==> config.mk <==
export PLATFORM = sky130hd
export DESIGN_NAME = online_operand_streamer
export DESIGN_NICKNAME = d
export VERILOG_FILES = /design/src/rtl/online_operand_streamer.sv
export SDC_FILE = /design/constraint.sdc
export NUM_CORES = 1
export LEC_CHECK = 0
export CORE_UTILIZATION = 43
export CTS_CLUSTER_DIAMETER = 100
export DETAILED_ROUTE_END_ITERATION = 12
export PLACE_DENSITY = 0.67
export SLEW_MARGIN = 20
export SYNTH_ARGS = -nofsm -noshare
export SYNTH_HDL_FRONTEND = slang
export SYNTH_SLANG_ARGS = --single-unit
==> constraint.sdc <==
create_clock -name clk -period 2.1 [get_ports clk]
set_input_delay 0.42 -clock clk [delete_from_list [all_inputs] [get_ports clk]]
set_output_delay 0.42 -clock clk [all_outputs]
set_load 0.01 [all_outputs]
==> src/rtl/online_operand_streamer.sv <==
// Transmit side of the online-adder test interface: latches two signed-digit
// operands and streams them MSD-first into the adder, then flushes DELAY zeros.
module online_operand_streamer #(
  parameter int N     = 6,
  parameter int C     = 3,
  parameter int DELAY = 2
) (
  input  logic           clk,
  input  logic           rst_n,
  input  logic           start,
  input  logic           abort,
  input  logic [N*C-1:0] x,
  input  logic [N*C-1:0] y,
  output logic           adder_reset,
  output logic           adder_en,
  output logic [C-1:0]   xi,
  output logic [C-1:0]   yi,
  output logic           z_valid,
  output logic [3:0]     z_idx,
  output logic           busy,
  output logic           done
);

  typedef enum logic [2:0] {IDLE, RST, FEED, FLUSH, DONE} state_t;

  localparam int KW = $clog2(N + DELAY + 1);
  localparam logic [KW-1:0] K_FEED_LAST = KW'(N - 1);
  localparam logic [KW-1:0] K_LAST      = KW'(N + DELAY - 1);

  state_t         state, state_nxt;
  logic [KW-1:0]  k, k_nxt;
  logic [N*C-1:0] x_sr, y_sr, x_sr_nxt, y_sr_nxt;
  logic           stream;

  logic           adder_reset_nxt, adder_en_nxt, z_valid_nxt, busy_nxt, done_nxt;
  logic [C-1:0]   xi_nxt, yi_nxt;
  logic [3:0]     z_idx_nxt;

  // Outputs are computed for the state being entered, so k always names the
  // stream cycle currently presented on xi/yi.
  always_comb begin
    state_nxt       = state;
    k_nxt           = k;
    x_sr_nxt        = x_sr;
    y_sr_nxt        = y_sr;
    stream          = 1'b0;
    adder_reset_nxt = 1'b0;
    adder_en_nxt    = 1'b0;
    xi_nxt          = '0;
    yi_nxt          = '0;
    z_valid_nxt     = 1'b0;
    z_idx_nxt       = '0;
    busy_nxt        = 1'b0;
    done_nxt        = 1'b0;

    case (state)
      IDLE, DONE: begin
        if (start && !abort) begin
          state_nxt       = RST;
          x_sr_nxt        = x;
          y_sr_nxt        = y;
          adder_reset_nxt = 1'b1;
          busy_nxt        = 1'b1;
        end else begin
          state_nxt = IDLE;
        end
      end
      RST: begin
        if (abort) begin
          state_nxt = IDLE;
        end else begin
          state_nxt = FEED;
          k_nxt     = '0;
          stream    = 1'b1;
          xi_nxt    = x_sr[N*C-1 -: C];
          yi_nxt    = y_sr[N*C-1 -: C];
          x_sr_nxt  = x_sr << C;
          y_sr_nxt  = y_sr << C;
        end
      end
      FEED: begin
        if (abort) begin
          state_nxt = IDLE;
        end else begin
          k_nxt  = k + KW'(1);
          stream = 1'b1;
          if (k == K_FEED_LAST) begin
            state_nxt = FLUSH;
          end else begin
            xi_nxt   = x_sr[N*C-1 -: C];
            yi_nxt   = y_sr[N*C-1 -: C];
            x_sr_nxt = x_sr << C;
            y_sr_nxt = y_sr << C;
          end
        end
      end
      FLUSH: begin
        if (abort) begin
          state_nxt = IDLE;
        end else if (k == K_LAST) begin
          state_nxt = DONE;
          done_nxt  = 1'b1;
        end else begin
          k_nxt  = k + KW'(1);
          stream = 1'b1;
        end
      end
      default: state_nxt = IDLE;
    endcase

    // The adder emits its first result digit DELAY-1 cycles into the stream.
    if (stream) begin
      adder_en_nxt = 1'b1;
      busy_nxt     = 1'b1;
      if (int'(k_nxt) >= DELAY - 1) begin
        z_valid_nxt = 1'b1;
        z_idx_nxt   = 4'(N - (int'(k_nxt) - DELAY + 1));
      end
    end
  end

  always_ff @(posedge clk or negedge rst_n) begin
    if (!rst_n) begin
      state       <= IDLE;
      k           <= '0;
      x_sr        <= '0;
      y_sr        <= '0;
      adder_reset <= 1'b0;
      adder_en    <= 1'b0;
      xi          <= '0;
      yi          <= '0;
      z_valid     <= 1'b0;
      z_idx       <= '0;
      busy        <= 1'b0;
      done        <= 1'b0;
    end else begin
      state       <= state_nxt;
      k           <= k_nxt;
      x_sr        <= x_sr_nxt;
      y_sr        <= y_sr_nxt;
      adder_reset <= adder_reset_nxt;
      adder_en    <= adder_en_nxt;
      xi          <= xi_nxt;
      yi          <= yi_nxt;
      z_valid     <= z_valid_nxt;
      z_idx       <= z_idx_nxt;
      busy        <= busy_nxt;
      done        <= done_nxt;
    end
  end

endmodule
==> out/metrics.cfg <==
[run_status]
status=completed

[power]
clkPwrFrac_pct=25.5
swShare_pct=32.36
switching_power_mw=1.247
p_int_mw=2.606
pwr_density_cell_nw_per_um2=1099
peakVddDrop_mv=0.4807
leakage_nw=1.702
p_comb_share_pct=29.4
p_seq_share_pct=45.1

[clocking]
htree_levels=3
cts.clk_slew.worst_paths_ps=70
clock_latency_ps=340
cts_setup_buffers=0
cts.sinks=58
numCtsBuffers=9
cts.path.max_buffers=2
cts_tree=done
root_buffer=clkbuf_8

[timing]
grt_setup_unrepaired=false
worstMarginPinSlew_ps=505.8
fin_crit_ps=1904
report.final.hold_viol_count=0
fin_skew_ps=9.242
fin_crit_sh_pct=90.69
drv_slew=0
max_freq_mhz=525.1
max_slew_margin_pct=66.28
finalSetupViolCount=0

[setup_path]
startpoint_type=register
r2r_cells=7
ff2ff_setup_slack_ps=200
crit_buf_inv=1
worstSetupPathType=register to register
crit_family=compound AO/OA/AOI/OAI gates
rr_endpoint=z_idx[0]$_DFF_PN0_
cp.required_ps=2340
worstSetupEndpointType=register
crit_fanout=6
rr_startpoint=k[0]$_DFF_PN0_
critPathSlowestCell=dfrtp_1
cp.arrival_ps=2150
slowest_delay_ps=450
crit_chain=ha_1 -> and3b_1 -> o21ba_1 -> o31ai_1 -> o21a_2 -> inv_1 -> nor3_1

[die]
chipWidth_um=80.28
core-area_um2=5921
fp.dieH_um=80.28
dieArea_um2=6445
rows=28
start_util_pct=44.51
pin_count=55

[yosys]
synth_edf_count=0
synthCells=252
syn_area_um2=2635
yosysUniqueCellTypes=43
synth_nets=295
synth-seq-cells=58
yosysSeqAreaShare_pct=55.08
synth-main-ff-cell=dfrtp_1
postSynth.asyncResetShare_pct=100.0
avgSynthCellArea_um2=10.46
ys_warn_count=0

[finish]
drive_gt1_share_pct=11.64
fin_util_pct=59.19
diodes=0
design_area_um2=3505
area_growth_pct=33.00
layout.nets=356

[detailed_routing]
drt_iter0_drc=145
routedWlPerCell_um=13.44
vias_per_cell=5.046
firstDrtPassIters=4
drt-total-wl_mm=5.282
vias=1983
drcViolationCount=0
ant_nets=0

[global_routing]
grt_pass1_vias=1877
grt_max_degree=65
gr-total-overflow=0
antenna_found_initial=0
grt_usage_pct=18.95
grt_pass1_wl_mm=8.956

[flow_run]
cap_viol_max_count=0

[placement]
port_buffers=54
dpl-instance-area_um2=3313
dpl.hpwl_mm=3.673
gp_congestion=0.8470

[min_path]
min_path_type=input port to async pin

[per-layer routing]
layer	up-vias	GRT usage, %	part of all wire [%]
met5	-	0	0
met4	0	10.18	2.3
met3	12	5.455	4.6
met2	44	27.18	46
met1	935	25.71	47
li1	992	-	-
[final cells by class]
cell class	count	area, um2
Clock buffer	10	127.6
Clock inverter	6	57.56
Fill cell	529	2416
Inverter	6	22.52
Multi-Input combinational cell	173	1096
Sequential cell	58	1451
Tap cell	75	93.84
Timing Repair Buffer	65	655.6
[worst reg2reg max path: stages (launching register included)]
cell	delay [ps]
dfrtp_1	450
ha_1	260
and3b_1	240
o21ba_1	180
o31ai_1	190
o21a_2	230
inv_1	60
nor3_1	200
[state kept, by name, summed over array words and instances, names as in the netlist, 3 cells and up]
| register | cells |
|---|---|
| y_sr | 18 |
| z_idx | 4 |
| k | 4 |
| x_sr | 18 |
| state | 3 |
| yi | 3 |
| xi | 3 |
[power groups by stage]
stage	clock [mW]	combinational [mW]	sequential, mW
finish	0.981	1.13	1.74
global route	1.07	1.29	1.79
CTS	1.00	1.14	1.74
detailed placement	0	1.13	1.76
global placement	0	1.09	1.74
floorplan	0	0.754	1.70
[how the worst max path moves through the flow]
stage,startpoint,cells after the start,to,slack (ps)
2_1_floorplan,k[0]$_DFF_PN0_,6,busy$_DFF_PN0_,410
3_3_place_gp,abort,7,z_idx[0]$_DFF_PN0_,-5
3_5_place_dp,abort,7,z_idx[0]$_DFF_PN0_,-140
4_1_cts,k[0]$_DFF_PN0_,7,z_idx[0]$_DFF_PN0_,120
5_1_grt,k[0]$_DFF_PN0_,6,z_idx[1]$_DFF_PN0_,40
6_report,k[0]$_DFF_PN0_,7,z_idx[0]$_DFF_PN0_,200
[synthesized netlist by cell type, types with 2 or more instances]
cell | number | share of area [%]
a21oi_1 | 6 | 1.1
buf_2 | 4 | 0.76
o21ai_1 | 6 | 1.1
o21ai_0 | 32 | 6.1
clkbuf_1 | 7 | 1.0
inv_1 | 6 | 0.85
and3_1 | 2 | 0.47
dfrtp_1 | 58 | 55
and2_1 | 6 | 1.4
mux2i_1 | 30 | 11
ha_1 | 3 | 1.4
nand2b_1 | 5 | 1.2
nand2_1 | 47 | 6.7
nor2_1 | 4 | 0.57
buf_4 | 3 | 0.85
a31oi_1 | 2 | 0.47
nor3_1 | 5 | 0.95
[placed cells by master (no fill, tap or decap), drive strengths merged, types with 3 or more instances in the layout]
master          n
nor2            5
nand2b          5
buf            12
a21oi           6
mux2i          30
nand2          47
nor3            5
ha              3
clkinv          4
o21ai          39
clkbuf         10
inv             6
and2            6
dfrtp          58
clkdlybuf4s50  53
[stage by stage]
step	hold WS [ps]	total power [mW]	TNS, ps	worst slack, ps	std cells
final	41.37	3.852	0	195.6	393
after CTS	51.08	3.881	0	119.7	393
after global placement	424.1	2.836	-5.156	-5.156	377
after floorplan	124.4	2.457	0	409.9	252
after global routing	73.15	4.155	0	37.75	393
after detailed placement	423.7	2.893	-148.9	-136.8	377
[logic make-up (layout without fill, tap and decap cells)]
kind of cell	after synthesis	count (layout)	share of synthesized area, %
and+or+nand+nor	79	79	13.96
AOI/OAI and AO/OA	60	60	13.82
DFF	58	58	55.08
muxes	31	31	11.82
buffers and inverters	21	87	3.894
adders and majority gates	3	3	1.425
[repair_timing]
action,CTS,global route
setup endpoints to repair,0,2
gates resized for setup,0,2
hold buffers,0,0
(Power assumes the default switching activity.)
